`src/rtl/morse_pkg.sv`:
```
// Shared types and constants for the Morse-to-ASCII translator.
package morse_pkg;

  localparam int MORSE_LEN_W = 3;
  localparam int MORSE_PAT_W = 6;

  localparam logic [7:0] ASCII_SPACE   = 8'h20;
  localparam logic [7:0] ASCII_UNKNOWN = 8'h3F;

  typedef enum logic {
    ACCUM = 1'b0,
    SPACE = 1'b1
  } morse_state_e;

  // pat holds the symbols right-aligned, first symbol in the highest used bit
  typedef struct packed {
    logic [MORSE_LEN_W-1:0] len;
    logic [MORSE_PAT_W-1:0] pat;
  } morse_key_t;

  function automatic logic [MORSE_LEN_W-1:0] len_inc(input logic [MORSE_LEN_W-1:0] l);
    return (l == '1) ? l : l + MORSE_LEN_W'(1);
  endfunction

endpackage

```
`src/rtl/morse_to_ascii_if.sv`:
```
// Symbol pulses in, buffered ASCII characters out through a valid/ready handshake.
interface morse_to_ascii_if;

  logic       dot;
  logic       dash;
  logic       lg;
  logic       wg;
  logic [7:0] ascii;
  logic       ascii_valid;
  logic       ascii_ready;
  logic       overflow;

  modport master (
    output dot, dash, lg, wg, ascii_ready,
    input  ascii, ascii_valid, overflow
  );

  modport slave (
    input  dot, dash, lg, wg, ascii_ready,
    output ascii, ascii_valid, overflow
  );

endinterface

```
`src/rtl/morse_to_ascii_lut.sv`:
```
// Combinational Morse pattern to ASCII table (dot=0, dash=1).
// Digits and . , ? are decoded only when MORSE_DIGITS_EN is defined.
module morse_lut
  import morse_pkg::*;
#(
  parameter int MAX_SYMBOLS = 6
) (
  input  morse_key_t  key,
  output logic [7:0]  ascii
);

  always_comb begin
    ascii = ASCII_UNKNOWN;
    if (key.len != '0 && int'(key.len) <= MAX_SYMBOLS) begin
      case (key)
        {3'd1, 6'd0}:  ascii = 8'h45; // E
        {3'd1, 6'd1}:  ascii = 8'h54; // T
        {3'd2, 6'd0}:  ascii = 8'h49; // I
        {3'd2, 6'd1}:  ascii = 8'h41; // A
        {3'd2, 6'd2}:  ascii = 8'h4E; // N
        {3'd2, 6'd3}:  ascii = 8'h4D; // M
        {3'd3, 6'd0}:  ascii = 8'h53; // S
        {3'd3, 6'd1}:  ascii = 8'h55; // U
        {3'd3, 6'd2}:  ascii = 8'h52; // R
        {3'd3, 6'd3}:  ascii = 8'h57; // W
        {3'd3, 6'd4}:  ascii = 8'h44; // D
        {3'd3, 6'd5}:  ascii = 8'h4B; // K
        {3'd3, 6'd6}:  ascii = 8'h47; // G
        {3'd3, 6'd7}:  ascii = 8'h4F; // O
        {3'd4, 6'd0}:  ascii = 8'h48; // H
        {3'd4, 6'd1}:  ascii = 8'h56; // V
        {3'd4, 6'd2}:  ascii = 8'h46; // F
        {3'd4, 6'd4}:  ascii = 8'h4C; // L
        {3'd4, 6'd6}:  ascii = 8'h50; // P
        {3'd4, 6'd7}:  ascii = 8'h4A; // J
        {3'd4, 6'd8}:  ascii = 8'h42; // B
        {3'd4, 6'd9}:  ascii = 8'h58; // X
        {3'd4, 6'd10}: ascii = 8'h43; // C
        {3'd4, 6'd11}: ascii = 8'h59; // Y
        {3'd4, 6'd12}: ascii = 8'h5A; // Z
        {3'd4, 6'd13}: ascii = 8'h51; // Q
`ifdef MORSE_DIGITS_EN
        {3'd5, 6'd31}: ascii = 8'h30;
        {3'd5, 6'd15}: ascii = 8'h31;
        {3'd5, 6'd7}:  ascii = 8'h32;
        {3'd5, 6'd3}:  ascii = 8'h33;
        {3'd5, 6'd1}:  ascii = 8'h34;
        {3'd5, 6'd0}:  ascii = 8'h35;
        {3'd5, 6'd16}: ascii = 8'h36;
        {3'd5, 6'd24}: ascii = 8'h37;
        {3'd5, 6'd28}: ascii = 8'h38;
        {3'd5, 6'd30}: ascii = 8'h39;
        {3'd6, 6'd21}: ascii = 8'h2E; // .-.-.-
        {3'd6, 6'd51}: ascii = 8'h2C; // --..--
        {3'd6, 6'd12}: ascii = 8'h3F; // ..--..
`endif
        default:       ascii = ASCII_UNKNOWN;
      endcase
    end
  end

endmodule

```
`src/rtl/morse_to_ascii.sv`:
```
// Accumulates dot/dash pulses, translates each closed character and queues it
// in a small FIFO; word gaps add one space. MORSE_DIGITS_EN enables digit decode.
module morse_to_ascii
  import morse_pkg::*;
#(
  parameter int DEPTH       = 8,
  parameter int MAX_SYMBOLS = 6
) (
  input  logic             clk,
  input  logic             reset,
  morse_to_ascii_if.slave  bus
);

  localparam int AW = $clog2(DEPTH);

  morse_state_e            state_q, state_d;
  logic [MORSE_LEN_W-1:0]  len_q, len_d;
  logic [MAX_SYMBOLS-1:0]  pat_q, pat_d;
  logic                    word_open_q, word_open_d;
  logic                    overflow_q, overflow_d;
  logic [AW:0]             wr_ptr_q, wr_ptr_d;
  logic [AW:0]             rd_ptr_q, rd_ptr_d;
  logic [7:0]              mem_q [DEPTH];

  logic                    sym;
  logic [MORSE_LEN_W-1:0]  eff_len;
  logic [MAX_SYMBOLS-1:0]  eff_pat;
  morse_key_t              key;
  logic [7:0]              char_code;
  logic                    push;
  logic [7:0]              push_data;
  logic                    empty;
  logic                    full;
  logic                    pop;
  logic                    we;

  morse_lut #(
    .MAX_SYMBOLS (MAX_SYMBOLS)
  ) u_lut (
    .key   (key),
    .ascii (char_code)
  );

  // A symbol coinciding with a gap belongs to the character being closed
  always_comb begin
    sym     = bus.dot | bus.dash;
    eff_len = sym ? len_inc(len_q) : len_q;
    eff_pat = sym ? MAX_SYMBOLS'({pat_q, bus.dash}) : pat_q;
    key.len = eff_len;
    key.pat = MORSE_PAT_W'(eff_pat);
  end

  always_comb begin
    state_d     = state_q;
    len_d       = eff_len;
    pat_d       = eff_pat;
    word_open_d = word_open_q;
    push        = 1'b0;
    push_data   = char_code;
    case (state_q)
      ACCUM: begin
        if ((bus.lg | bus.wg) && eff_len != '0) begin
          push        = 1'b1;
          len_d       = '0;
          pat_d       = '0;
          word_open_d = 1'b1;
          if (bus.wg) state_d = SPACE;
        end else if (bus.wg && word_open_q) begin
          state_d = SPACE;
        end
      end
      SPACE: begin
        push        = 1'b1;
        push_data   = ASCII_SPACE;
        word_open_d = 1'b0;
        state_d     = ACCUM;
      end
      default: state_d = ACCUM;
    endcase
  end

  // Pointers carry one extra wrap bit to tell full from empty
  always_comb begin
    empty      = (wr_ptr_q == rd_ptr_q);
    full       = (wr_ptr_q[AW] != rd_ptr_q[AW]) && (wr_ptr_q[AW-1:0] == rd_ptr_q[AW-1:0]);
    pop        = ~empty & bus.ascii_ready;
    we         = push & (~full | pop);
    wr_ptr_d   = wr_ptr_q + (AW+1)'(we);
    rd_ptr_d   = rd_ptr_q + (AW+1)'(pop);
    overflow_d = overflow_q | (push & full & ~pop);
  end

  always_ff @(posedge clk) begin
    if (reset) begin
      state_q     <= ACCUM;
      len_q       <= '0;
      pat_q       <= '0;
      word_open_q <= 1'b0;
      overflow_q  <= 1'b0;
      wr_ptr_q    <= '0;
      rd_ptr_q    <= '0;
    end else begin
      state_q     <= state_d;
      len_q       <= len_d;
      pat_q       <= pat_d;
      word_open_q <= word_open_d;
      overflow_q  <= overflow_d;
      wr_ptr_q    <= wr_ptr_d;
      rd_ptr_q    <= rd_ptr_d;
    end
  end

  always_ff @(posedge clk) begin
    if (we) mem_q[wr_ptr_q[AW-1:0]] <= push_data;
  end

  assign bus.ascii       = empty ? 8'h00 : mem_q[rd_ptr_q[AW-1:0]];
  assign bus.ascii_valid = ~empty;
  assign bus.overflow    = overflow_q;

endmodule

```
`src/flat_wrapper.sv`:
```
// flat-port wrapper written by rule: the top's interface ports become plain ports
module morse_to_ascii_flat import morse_pkg::*;
#(
  parameter int DEPTH       = 8,
  parameter int MAX_SYMBOLS = 6
)
  (clk, reset, bus_dot, bus_dash, bus_lg, bus_wg, bus_ascii_ready, bus_ascii, bus_ascii_valid, bus_overflow);
  morse_to_ascii_if bus_i ();
  input  logic clk;
  input  logic reset;
  input wire logic [$bits(bus_i.dot)-1:0] bus_dot;
  input wire logic [$bits(bus_i.dash)-1:0] bus_dash;
  input wire logic [$bits(bus_i.lg)-1:0] bus_lg;
  input wire logic [$bits(bus_i.wg)-1:0] bus_wg;
  input wire logic [$bits(bus_i.ascii_ready)-1:0] bus_ascii_ready;
  output wire logic [$bits(bus_i.ascii)-1:0] bus_ascii;
  output wire logic [$bits(bus_i.ascii_valid)-1:0] bus_ascii_valid;
  output wire logic [$bits(bus_i.overflow)-1:0] bus_overflow;
  assign bus_i.dot = bus_dot;
  assign bus_i.dash = bus_dash;
  assign bus_i.lg = bus_lg;
  assign bus_i.wg = bus_wg;
  assign bus_i.ascii_ready = bus_ascii_ready;
  assign bus_ascii = bus_i.ascii;
  assign bus_ascii_valid = bus_i.ascii_valid;
  assign bus_overflow = bus_i.overflow;
  morse_to_ascii #(.DEPTH(DEPTH), .MAX_SYMBOLS(MAX_SYMBOLS)) u_core (.clk(clk), .reset(reset), .bus(bus_i));
endmodule
```
`config.mk`:
```
export PLATFORM = sky130hd
export DESIGN_NAME = morse_to_ascii_flat
export DESIGN_NICKNAME = d
export VERILOG_FILES = /design/src/rtl/morse_pkg.sv /design/src/rtl/morse_to_ascii_if.sv /design/src/rtl/morse_to_ascii_lut.sv /design/src/rtl/morse_to_ascii.sv /design/src/flat_wrapper.sv
export SDC_FILE = /design/constraint.sdc
export NUM_CORES = 1
export LEC_CHECK = 0
export ABC_CLOCK_PERIOD_IN_PS = 8109
export CAP_MARGIN = 10
export CORE_UTILIZATION = 30
export DETAILED_ROUTE_END_ITERATION = 16
export SETUP_SLACK_MARGIN = 0.05
export SYNTH_ARGS = -nofsm -noshare
export SYNTH_HDL_FRONTEND = slang
export SYNTH_SLANG_ARGS = --single-unit
```
`constraint.sdc`:
```
create_clock -name clk -period 8.11 [get_ports clk]
set_clock_uncertainty 0.1 [all_clocks]
set_input_delay 0.811 -clock clk [delete_from_list [all_inputs] [get_ports clk]]
set_output_delay 0.811 -clock clk [all_outputs]
set_load 0.03 [all_outputs]
```
After elaboration in Yosys (flattened, before gate mapping)
Memory sizes are Yosys's and may differ from the RTL's. A register that Yosys moved wholly into a read port is not among the register bits. Cells that the tools add are included.

Word-level logic and storage cells: 82. Input bits: 7. Bits in registers: 20. Output and inout port bits: 10. RAM bits: 56. Memories kept: 1.

Memories: u_core.mem_q (words 8, bits a word 7, read ports 1, clocked after Yosys merged registers in 1, wr ports 1, RTL line morse_to_ascii.sv:23) `logic [7:0] mem_q [DEPTH];`.

Reduce and logical (&&, ||, !) cells: 5. Magnitude comparators: 1. Multiplexer cells: 22. Eq/ne operators: 31. Bitwise gates (word level): 12. Add/subtract/negate cells: 3.

Operators with widths (count): $pmux W7 S26 (1); $eq A9 B8 Y1 const B (12); $eq A9 B9 Y1 const B (12); $eq A9 B7 Y1 const B (2); $mux W6 (3); $mux W3 (5); $mux W7 (2); $add A4 B1 Y4 (2); $mux W8 (1); $mux W1 (7); $pmux W1 S2 (3); $and A1 B1 Y1 (4); $eq A4 B4 Y1 (1); $logic_and A1 B1 Y1 (4); $not A1 Y1 (4); $or A1 B1 Y1 (4); $add A3 B1 Y3 const B (1); $eq A3 B3 Y1 (1); $eq A3 B3 Y1 const B (1); $le A3 B3 Y1 const B (1); $reduce_bool A3 Y1 (1); $ne A2 B1 Y1 const B (1); $ne A1 B1 Y1 (1).

Logic depth before layout (Yosys ltp)
Gate-level depths: netlist (run 1).

Depth in word-level cells: 10. Depth in mapped cells: 11. Gate-level depth less buffers: 10.

By module
From an unflattened synthesis (run 1), not the netlist that was laid out.

Cell total of the unflattened synthesis: 312. Area, all modules: 4073.9 um2.

Modules (own cells, without submodules): morse_to_ascii (cells an instance 226, seq. area each 2322.2 um2, instances 1, area each 3527.1 um2); morse_lut (cells an instance 86, seq. area each 0.0 um2, instances 1, area each 546.8 um2).

Worst setup path after synthesis (run 1)
Ideal clock, no wire load.

Kind: input -> register. Start: input port bus_dot. End: memory u_core.mem_q[0][0] (netlist name) (enable). Arrival time: 2.636 ns. Data required time: 7.630 ns. Stages on the path: 7. Path slack: 4.994 ns. Cells stage by stage: buf_2 -> o21ba_2 -> a32o_1 -> a21oi_1 -> nor2_1 -> or3_1 -> nor3_1.

Longest elaborated chain between the ends: 9.

RTL lines: start, declared (RTL line flat_wrapper.sv:11) `input wire logic [$bits(bus_i.dot)-1:0] bus_dot;`; $or A1 B1 Y1 (RTL line morse_to_ascii.sv:46) `sym = bus.dot | bus.dash;`; $mux W3 (RTL line morse_to_ascii.sv:47) `eff_len = sym ? len_inc(len_q) : len_q;`; $reduce_bool A3 Y1 (RTL line morse_to_ascii.sv:62) `if ((bus.lg | bus.wg) && eff_len != '0) begin`; $logic_and A1 B1 Y1 (RTL line morse_to_ascii.sv:62); $mux W1 (RTL line morse_to_ascii.sv:62); $pmux W1 S2 (RTL line morse_to_ascii.sv:60) `case (state_q)`; $and A1 B1 Y1 (RTL line morse_to_ascii.sv:87) `we = push & (~full | pop);`; $mux W1 (RTL line morse_to_ascii.sv:114) `if (we) mem_q[wr_ptr_q[AW-1:0]] <= push_data;`; $mux W1 (not written as such) (RTL line morse_to_ascii.sv:114); end, declared (RTL line morse_to_ascii.sv:23).

No other way between the ends.

Final worst setup path (run 1)
Start: input port bus_dash. End: memory u_core.mem_q[0][1] (netlist name) (enable).

Longest elaborated chain between the ends: 9.

RTL lines: start, declared (RTL line flat_wrapper.sv:12) `input wire logic [$bits(bus_i.dash)-1:0] bus_dash;`; $or A1 B1 Y1 (RTL line morse_to_ascii.sv:46); $mux W3 (RTL line morse_to_ascii.sv:47); $reduce_bool A3 Y1 (RTL line morse_to_ascii.sv:62); $logic_and A1 B1 Y1 (RTL line morse_to_ascii.sv:62); $mux W1 (RTL line morse_to_ascii.sv:62); $pmux W1 S2 (RTL line morse_to_ascii.sv:60); $and A1 B1 Y1 (RTL line morse_to_ascii.sv:87); $mux W1 (RTL line morse_to_ascii.sv:114); $mux W1 (not written as such) (RTL line morse_to_ascii.sv:114).

No other way between the ends.

==> results.tsv, run 1 <==
metric	value	unit
status	completed	
crit_path_start_kind	primary input	
holdWs	0.348	ns
via_per_inst	4.96	
antenna_found_initial	0	
synthCells	330	
cts_buffer_depth	2	
gp_congestion	0.795	
min_period	4.15	ns
hpwl	5540	microns
cts_resized	0	
rsz0062_at_grt	false	
clk_latency	0.33	ns
fin_cells	509	
netlist.area_leader.share	0.435	
r2r_cells	7	
fp.dieH	115	microns
yosysWarnings	0	
cts_buffers	9	
hold_end	u_core.bus.overflow	
cts-root-buf	clkbuf_16	
cts_sinks	76	
maxSlewHeadroom	0.281	
die_area	13300	sq um
place_ws	3.67	ns
overflow	0	
cts_setup_buffers	0	
finalSetupViolCount	0	
cts_tree	done	
drive_gt1_frac	0.116	
clk_pin_slew	0.05	ns
hold_viol	0	
die_w	115	microns
synth_edf_count	56	
grt_pass1_vias	2467	
holdBufCountCts	0	
synth_ff_type	edfxtp_1	
syn_area	3860	sq um
fmax	241	MHz
htreeDepth	3	
grt_pass1_wl	13000	microns
end_kind	flip-flop	
maxCapViolCount	0	
cp_slowest_cell	clkdlybuf4s50_1	
initial_core_util	0.307	
cp-startpoint	bus_dash	
ant_nets	0	
drc	0	
dp.cells	493	
grt_usage	0.131	
io_buffer_count	15	
period_share	0.511	
worstMarginPinSlew	1.07	ns
path_class	in2reg	
ys_types	63	
vias	2524	
drtPass1Iterations	4	
crit_required	7.95	ns
core	12600	sq um
crit_fanout	23	
ir_worst_vdd	0.0907	mV
critPathMaxStageDelay	0.99	ns
worst_slack	3.96	ns
antenna_cells	0	
r2r_slack	4.61	ns
routed_wl	8070	microns
holdPathStages	2	
drtIter0Drc	171	
async_reset_ff_frac	0	
r2r_start	u_core.len_q[0]	
setup_tns	0	ns
synth_seq_area_share	0.539	
num_rows	41	
ys_seq_elements	76	
stdcell_area	4380	sq um
min_path_type	reg2reg	
synth_area_leader_cell	edfxtp_1	
path_cells	clkdlybuf4s50_1 -> or2_1 -> a21oi_4 -> a21oi_1 -> nor2_1 -> or3_1 -> nor3_1	
p_leak	0.00139	uW
io_pins	17	
syn_to_final_growth	13.3	%
crit_arrival	3.99	ns
drv_slew	0	
grt_max_degree	24	
synthTopCellsByArea	edfxtp_1 (44%), dfxtp_1 (10%), mux4_2 (8.2%)	
nNetsFinal	344	
r2r_end	u_core.mem_q[0][1]	
hp-start	u_core.bus.overflow	
wl_per_cell	15.9	microns
place_area	4110	sq um
syn_nets	342	
power.density	261	nW/um^2
nFillCells	1220	
avgSynthCellArea	11.7	sq um
[critical path: cells and delay by family]
kind / cells / cell delay [ns]
AOI/OAI and AO/OA: 2 / 0.44
and+or+nand+nor: 4 / 1.74
buffers and inverters: 1 / 0.99
[cell usage after synthesis (all sizes together) (9+ instances only)]
cell type	n
a21oi	15
nor2	47
mux4	14
dfxtp	20
mux2i	9
nand2	21
edfxtp	56
inv	9
buf	11
clkbuf	13
o21ai	9
nor3	12
[power by group]
part	total [uW]	switching, uW	internal, uW
logic	282	153	129
registers	497	36.7	461
clock network	360	154	206
total	1140	344	796
[cell families after synthesis]
group,Yosys count,synth area share
xor gates and xnor gates,12,0.0272
AOI/OAI and AO/OA,59,0.114
other,1,0.000971
and+or+nand+nor,119,0.151
buffers and inverters,33,0.0405
adders and majority gates,5,0.0162
DFF,76,0.539
muxes,25,0.111
[worst max path at each step]
stage / depth (start not counted) / end
after floorplan: 7 / u_core.mem_q[0][0]
after global placement: 8 / u_core.mem_q[1][6]
after detailed placement: 7 / u_core.mem_q[0][6]
after CTS: 5 / bus_ascii[4]
after global routing: 7 / u_core.mem_q[0][1]
final: 7 / u_core.mem_q[0][1]
[metrics by stage]
stage | power, uW | utilization
after floorplan | 699 | -
after global placement | 787 | 0.327
after detailed placement | 795 | 0.327
after CTS | 1160 | 0.348
after global routing | 1200 | 0.348
final | 1140 | 0.348
[layout by cell type (no fill, tap or decap), types with 5 or more instances in the layout]
cell / synthesis / layout
a21oi_1: 13 / 13
clkbuf_16: 0 / 9
clkdlybuf4s50_1: 0 / 15
dfxtp_1: 20 / 20
edfxtp_1: 56 / 56
ha_1: 5 / 5
inv_1: 9 / 9
mux2i_1: 9 / 9
mux4_2: 14 / 14
nand2_1: 21 / 21
nand2b_1: 5 / 5
nand3_1: 6 / 6
nor2_1: 47 / 47
nor2b_1: 8 / 8
nor3_1: 12 / 12
o21ai_0: 7 / 7
xnor2_1: 8 / 8
[cell type report]
cell class              instances  area (sq um)  share of cell area
multi-input cells             221          1620               0.371
clock buffers                  10           229              0.0523
inverters                       9          33.8             0.00772
well taps                     172           215              0.0492
clock inverters                 6          41.3             0.00944
flip-flops and latches         76          2080               0.476
repair buffers                 15           150              0.0343
[flip-flops by register name, summed over array words and instances, names as in the netlist]
signal / cells
u_core.wr_ptr_q: 4
u_core.len_q: 3
u_core.word_open_q: 1
u_core.state_q: 1
u_core.rd_ptr_q: 4
u_core.mem_q: 56
u_core.bus.overflow: 1
u_core.pat_q: 6
[layer usage]
layer / vias up / wire, microns / GRT usage / part of all wire
met5: - / 0 / 0 / 0
met4: 0 / 100 / 0.0459 / 0.012
met3: 6 / 394 / 0.0298 / 0.049
li1: 1236 / - / - / -
met1: 1212 / 3770 / 0.170 / 0.47
met2: 70 / 3810 / 0.215 / 0.47
No activity file was read; power rests on OpenSTA's default activity.
==> inputs of run 2 (changes only) <==
ABC_CLOCK_PERIOD_IN_PS = 4100   (was 8109)
clock period = 4.1 ns   (was 8.11 ns; I/O delays follow)
==> run 2 against run 1 <==
Clock power grew 110%. Setup slack got worse by 3.1 ns. Critical path depth rose by 1. Critical path type is now reg2reg.
==> results.tsv, run 2 (same netlist as run 1, synthesis figures left out) <==
metric	value	unit	change
grt_max_degree	19		-21%
maxSlewHeadroom	0.480		+0.199
cts_setup_buffers	0		unchanged
crit_fanout	8		-65%
crit_required	4.04	ns	-3.91 ns
min_path_type	reg2reg		
num_rows	41		unchanged
met1Wirelength	3840	microns	+1.8%
grt_usage	0.137		+0.00654
min_period	3.29	ns	
io_buffer_count	15		unchanged
die_w	115	microns	unchanged
maxCapViolCount	0		unchanged
gp_congestion	0.903		+14%
hpwl	5720	microns	+3.2%
topRoutingLayerUsed	met4		
syn_to_final_growth	17.6	%	
r2r_start	u_core.len_q[0]		
status	completed		
nFillCells	1228		+0.66%
drv_slew	0		unchanged
nNetsFinal	364		+5.8%
routed_wl	8240	microns	+2.1%
hold_viol	0		unchanged
fin_cells	529		+3.9%
rsz0062_at_grt	false		
worstSetupEndpoint	u_core.mem_q[0][3]		
finalPower	2340	uW	+110%
grt_pass1_wl	13600	microns	+5.1%
die_area	13300	sq um	unchanged
antenna_found_initial	0		unchanged
path_cells	ha_1 -> o2bb2ai_2 -> mux2i_1 -> nand2_1 -> or3_1 -> nor2_1 -> a41oi_1 -> a31oi_1		
cts_buffer_depth	2		unchanged
final_cell_mix	edfxtp_1 (56), nor2_1 (47), nand2_1 (21)		
dp.cells	513		+4.1%
end_kind	flip-flop		
r2r_slack	0.81	ns	-3.80 ns
cts_resized	0		unchanged
drtIter0Drc	102		-40%
crit_path_start_kind	flip-flop		
r2r_end	u_core.mem_q[0][3]		
cp_slowest_cell	a31oi_1		
core	12600	sq um	unchanged
fmax	304	MHz	
crit_arrival	3.23	ns	-0.76 ns
grt_pass1_vias	2656		+7.7%
path_class	reg2reg		
drive_gt1_frac	0.162		+0.0467
period_share	0.802		
antenna_cells	0		unchanged
critPathMaxStageDelay	0.58	ns	-0.41 ns
htreeDepth	3		unchanged
r2r_cells	8		+1
cts_tree	done		
ir_worst_vdd	0.190	mV	+110%
overflow	0		unchanged
worstMarginPinSlew	0.779	ns	-0.292 ns
cp-startpoint	u_core.len_q[0]		
layout_commonest_cell	edfxtp_1		
setup_tns	0	ns	unchanged
finalSetupViolCount	0		unchanged
holdBufCountCts	0		unchanged
vias	2600		+3.0%
via_per_inst	4.91		-0.88%
cts-root-buf	clkbuf_16		
ant_nets	0		unchanged
largest_reg_flops	56		unchanged
wl_met2	3940	microns	+3.6%
initial_core_util	0.307		unchanged
clk_latency	0.33	ns	about the same
p_leak	0.00150	uW	+7.8%
cts_sinks	76		unchanged
power.density	516	nW/um^2	+98%
dr_wl_met3	278	microns	-29%
drtPass1Iterations	4		unchanged
cts_buffers	9		unchanged
clk_pin_slew	0.06	ns	about the same
io_pins	17		unchanged
drc	0		unchanged
fp.dieH	115	microns	unchanged
wl_per_cell	15.6	microns	-1.8%
## run 2: cell count changes in the layout (fill, tap and decap cells not counted)
cell,previous run,this run
buf_4,0,20
clkbuf_1,1,3
bufinv_16,0,1
clkinv_4,2,0
clkinv_1,1,0
## run 2: per-stage QoR
stage / worst slack, ns / utilization / cell area (sq um) / hold slack, ns
detailed placement: 0.587 / 0.339 / 4260 / 0.344
finish: 0.813 / 0.361 / 4540 / 0.347
floorplan: 1.38 / - / 3860 / 0.362
global route: 0.603 / 0.361 / 4540 / 0.382
CTS: 0.843 / 0.361 / 4540 / 0.353
global placement: 0.685 / 0.339 / 4260 / 0.336
## run 2: where the power goes
group	switching, uW	internal, uW
clock	298	471
combinational	356	284
sequential	23.8	910
total	678	1660
## run 2: cell type report
type                            count  area [sq um]  share of cell area
Tap cell                          172           215              0.0474
Multi-Input combinational cell    221          1620               0.358
Timing Repair Buffer               35           300              0.0661
Inverter                            9          33.8             0.00744
Clock inverter                      4          50.0              0.0110
Clock buffer                       12           236              0.0521
Sequential cell                    76          2080               0.458
## run 2: worst min path at each step
stage	startpoint	endpoint	slack (ns)	cells after the start
6_report	u_core.bus.overflow	u_core.bus.overflow	0.35	2
5_1_grt	u_core.bus.overflow	u_core.bus.overflow	0.38	2
4_1_cts	u_core.bus.overflow	u_core.bus.overflow	0.35	2
3_5_place_dp	u_core.bus.overflow	u_core.bus.overflow	0.34	2
3_3_place_gp	u_core.bus.overflow	u_core.bus.overflow	0.34	2
2_1_floorplan	u_core.word_open_q	u_core.word_open_q	0.36	2
## run 2: routing by layer
metal | track usage | vias to the layer above
met1 | 0.167 | 1255
met4 | 0.0667 | 0
met5 | 0 | -
met2 | 0.230 | 55
li1 | - | 1276
met3 | 0.0319 | 14
## run 2: worst max-delay path: cells and delay by family, from the launching register on
kind,cells,cell delay [ns]
and+or+nand+nor,3,0.69
DFF,1,0.51
muxes,1,0.31
AOI/OAI and AO/OA,3,0.92
adders and majority gates,1,0.45
==> inputs of run 3 (changes only) <==
ABC_CLOCK_PERIOD_IN_PS = 3300   (was 4100)
clock period = 3.3 ns   (was 4.1 ns; I/O delays follow)
==> run 3 against run 2 <==
Cell count grew 1.9%. Final area grew 2.9%. Clock power grew 38%. Critical path depth shrank 2. Core utilization grew 1.1 points. Sequential power grew 25%. Register-to-register slack lost 0.47 ns. Fmax grew 11%. Sequential share of layout area shrank 1.3 points. First-iteration DRC count grew 38%. Die area is the same. Combinational power grew 27%. Largest cell class unchanged. Largest power group unchanged.
==> results.tsv, run 3 (same netlist as run 1, synthesis figures left out) <==
metric	value	unit	change
initial_core_util	0.307		unchanged
min_path_type	reg2reg		
cts_setup_buffers	0		unchanged
layout_commonest_cell	edfxtp_1		
path_class	reg2reg		
hp-start	u_core.bus.overflow		
power.density	650	nW/um^2	+26%
p_seq_frac	0.384		-0.015
drtIter0Drc	141		+38%
r2r_end	u_core.mem_q[7][2]		
critPathMaxStageDelay	0.57	ns	about the same
hold_viol	0		unchanged
grt_pass1_vias	2565		-3.4%
holdWs	0.349	ns	+0.00224 ns
crit_family	compound AO/OA/AOI/OAI gates		
fp.dieH	115	microns	unchanged
r2r_cells	6		-2
holdPathStages	2		unchanged
syn_to_final_growth	21.0	%	
crit_required	3.24	ns	-0.80 ns
wl_met2	3920	microns	-0.66%
cts_tree	done		
grt_usage	0.136		-0.00170
status	completed		
finalSetupViolCount	0		unchanged
ant_nets	0		unchanged
ir_worst_vdd	0.201	mV	+5.8%
finalPower	3040	uW	+30%
min_period	2.96	ns	-0.330 ns
path_cells	ha_1 -> o22a_1 -> or4_1 -> or2_0 -> o32a_1 -> a41oi_1		
place_ws	0.0197	ns	-0.567 ns
crit_fanout	8		unchanged
power.switching	873	uW	+29%
final_cell_mix	edfxtp_1 (56), nor2_1 (47), buf_4 (29)		
r2r_slack	0.34	ns	-0.47 ns
maxCapViolCount	0		unchanged
crit_arrival	2.90	ns	-0.33 ns
vias	2646		+1.8%
hpwl	5760	microns	+0.66%
crit_path_start_kind	flip-flop		
p_clk_frac	0.349		+0.021
wl_per_cell	15.6	microns	about the same
antenna_found_initial	0		unchanged
via_per_inst	4.91		-0.12%
drc	0		unchanged
drive_gt1_frac	0.193		+0.0310
routed_wl	8390	microns	+1.8%
nFillCells	1239		+0.90%
cts_buffer_depth	2		unchanged
drtPass1Iterations	4		unchanged
p_leak	0.00158	uW	+5.4%
htreeDepth	3		unchanged
worstMarginPinSlew	0.638	ns	-0.141 ns
topRoutingLayerUsed	met4		
num_rows	41		unchanged
grt_pass1_wl	13400	microns	-1.8%
swShare	0.287		-0.00216
maxSlewHeadroom	0.569		+0.0893
io_pins	17		unchanged
clk_pin_slew	0.06	ns	about the same
cts_sinks	76		unchanged
largest_reg_flops	56		unchanged
die_w	115	microns	unchanged
end_kind	flip-flop		
core	12600	sq um	unchanged
antenna_cells	0		unchanged
gp_congestion	0.906		+0.31%
worst-path-buf-inv	0		unchanged
drv_slew	0		unchanged
clk_latency	0.33	ns	about the same
cts_buffers	9		unchanged
hold_end	u_core.bus.overflow		
dr_wl_met3	336	microns	+21%
period_share	0.896		+0.0944
fmax	338	MHz	+11%
cp_slowest_cell	a41oi_1		
cts-root-buf	clkbuf_16		
p_int	2170	uW	+30%
final_util	0.372		+0.0106
cp.depth	6		-2
worst_slack	0.343	ns	-0.470 ns
rsz0062_at_grt	false		
io_buffer_count	15		unchanged
setup_tns	0	ns	unchanged
overflow	0		unchanged
met1Wirelength	3960	microns	+3.1%
nNetsFinal	374		+2.7%
power_frac_comb	0.267		-0.006
die_area	13300	sq um	unchanged
r2r_start	u_core.len_q[1]		
grt_max_degree	20		+1
run 3: changes by cell type in the layout (fill, tap and decap cells not counted), sizes merged:
cell      delta
clkbuf       -3
clkinvlp     -2
buf         +10
clkinv       +3
inv          +1
bufinv       +1
run 3: timing repair:
action,in CTS,in global routing
hold buffers,0,0
hold endpoints to repair,0,0
endpoints found under the setup margin,0,8
resized for setup,0,1
run 3: area by class of cell:
cell class | instances | area [sq um] | area share
Timing Repair Buffer | 45 | 388 | 0.0830
Tap cell | 172 | 215 | 0.0460
Clock buffer | 9 | 225 | 0.0482
Inverter | 9 | 33.8 | 0.00723
Multi-Input combinational cell | 221 | 1630 | 0.349
Sequential cell | 76 | 2080 | 0.445
Clock inverter | 7 | 98.8 | 0.0211
run 3: routing by layer:
layer	vias to the layer above	GRT usage
met5	-	0
met4	0	0.0563
met3	17	0.0371
met2	64	0.222
met1	1276	0.170
li1	1289	-
run 3: how the worst max path moves through the flow:
| stage | slack, ns | endpoint | from |
|---|---|---|---|
| after global routing | 0.15 | u_core.mem_q[6][0] | bus_dot |
| after global placement | 0.11 | u_core.mem_q[0][0] | bus_dot |
| after CTS | 0.35 | u_core.mem_q[7][1] | bus_dot |
| after floorplan | 0.58 | u_core.mem_q[0][0] | u_core.len_q[1] |
| after detailed placement | 0.02 | u_core.mem_q[0][1] | bus_dot |
| final | 0.34 | u_core.mem_q[7][2] | u_core.len_q[1] |
run 3: per-stage QoR:
step           cell area, sq um  instances
3_5_place_dp               4340        523
6_report                   4670        539
3_3_place_gp               4340        523
5_1_grt                    4670        539
4_1_cts                    4670        539
2_1_floorplan              3860        330
run 3: worst register-to-register path, cell delays in order, from the launching register on:
cell     delay, ns
dfxtp_1       0.34
ha_1          0.28
o22a_1        0.23
or4_1         0.44
or2_0         0.33
o32a_1        0.37
a41oi_1       0.57
run 3: power groups by stage:
stage / clock (uW) / combinational [uW] / sequential [uW]
floorplan: 0 / 552 / 1170
global placement: 0 / 811 / 1180
detailed placement: 0 / 821 / 1190
CTS: 1080 / 822 / 1170
global route: 1120 / 887 / 1170
finish: 1060 / 812 / 1170
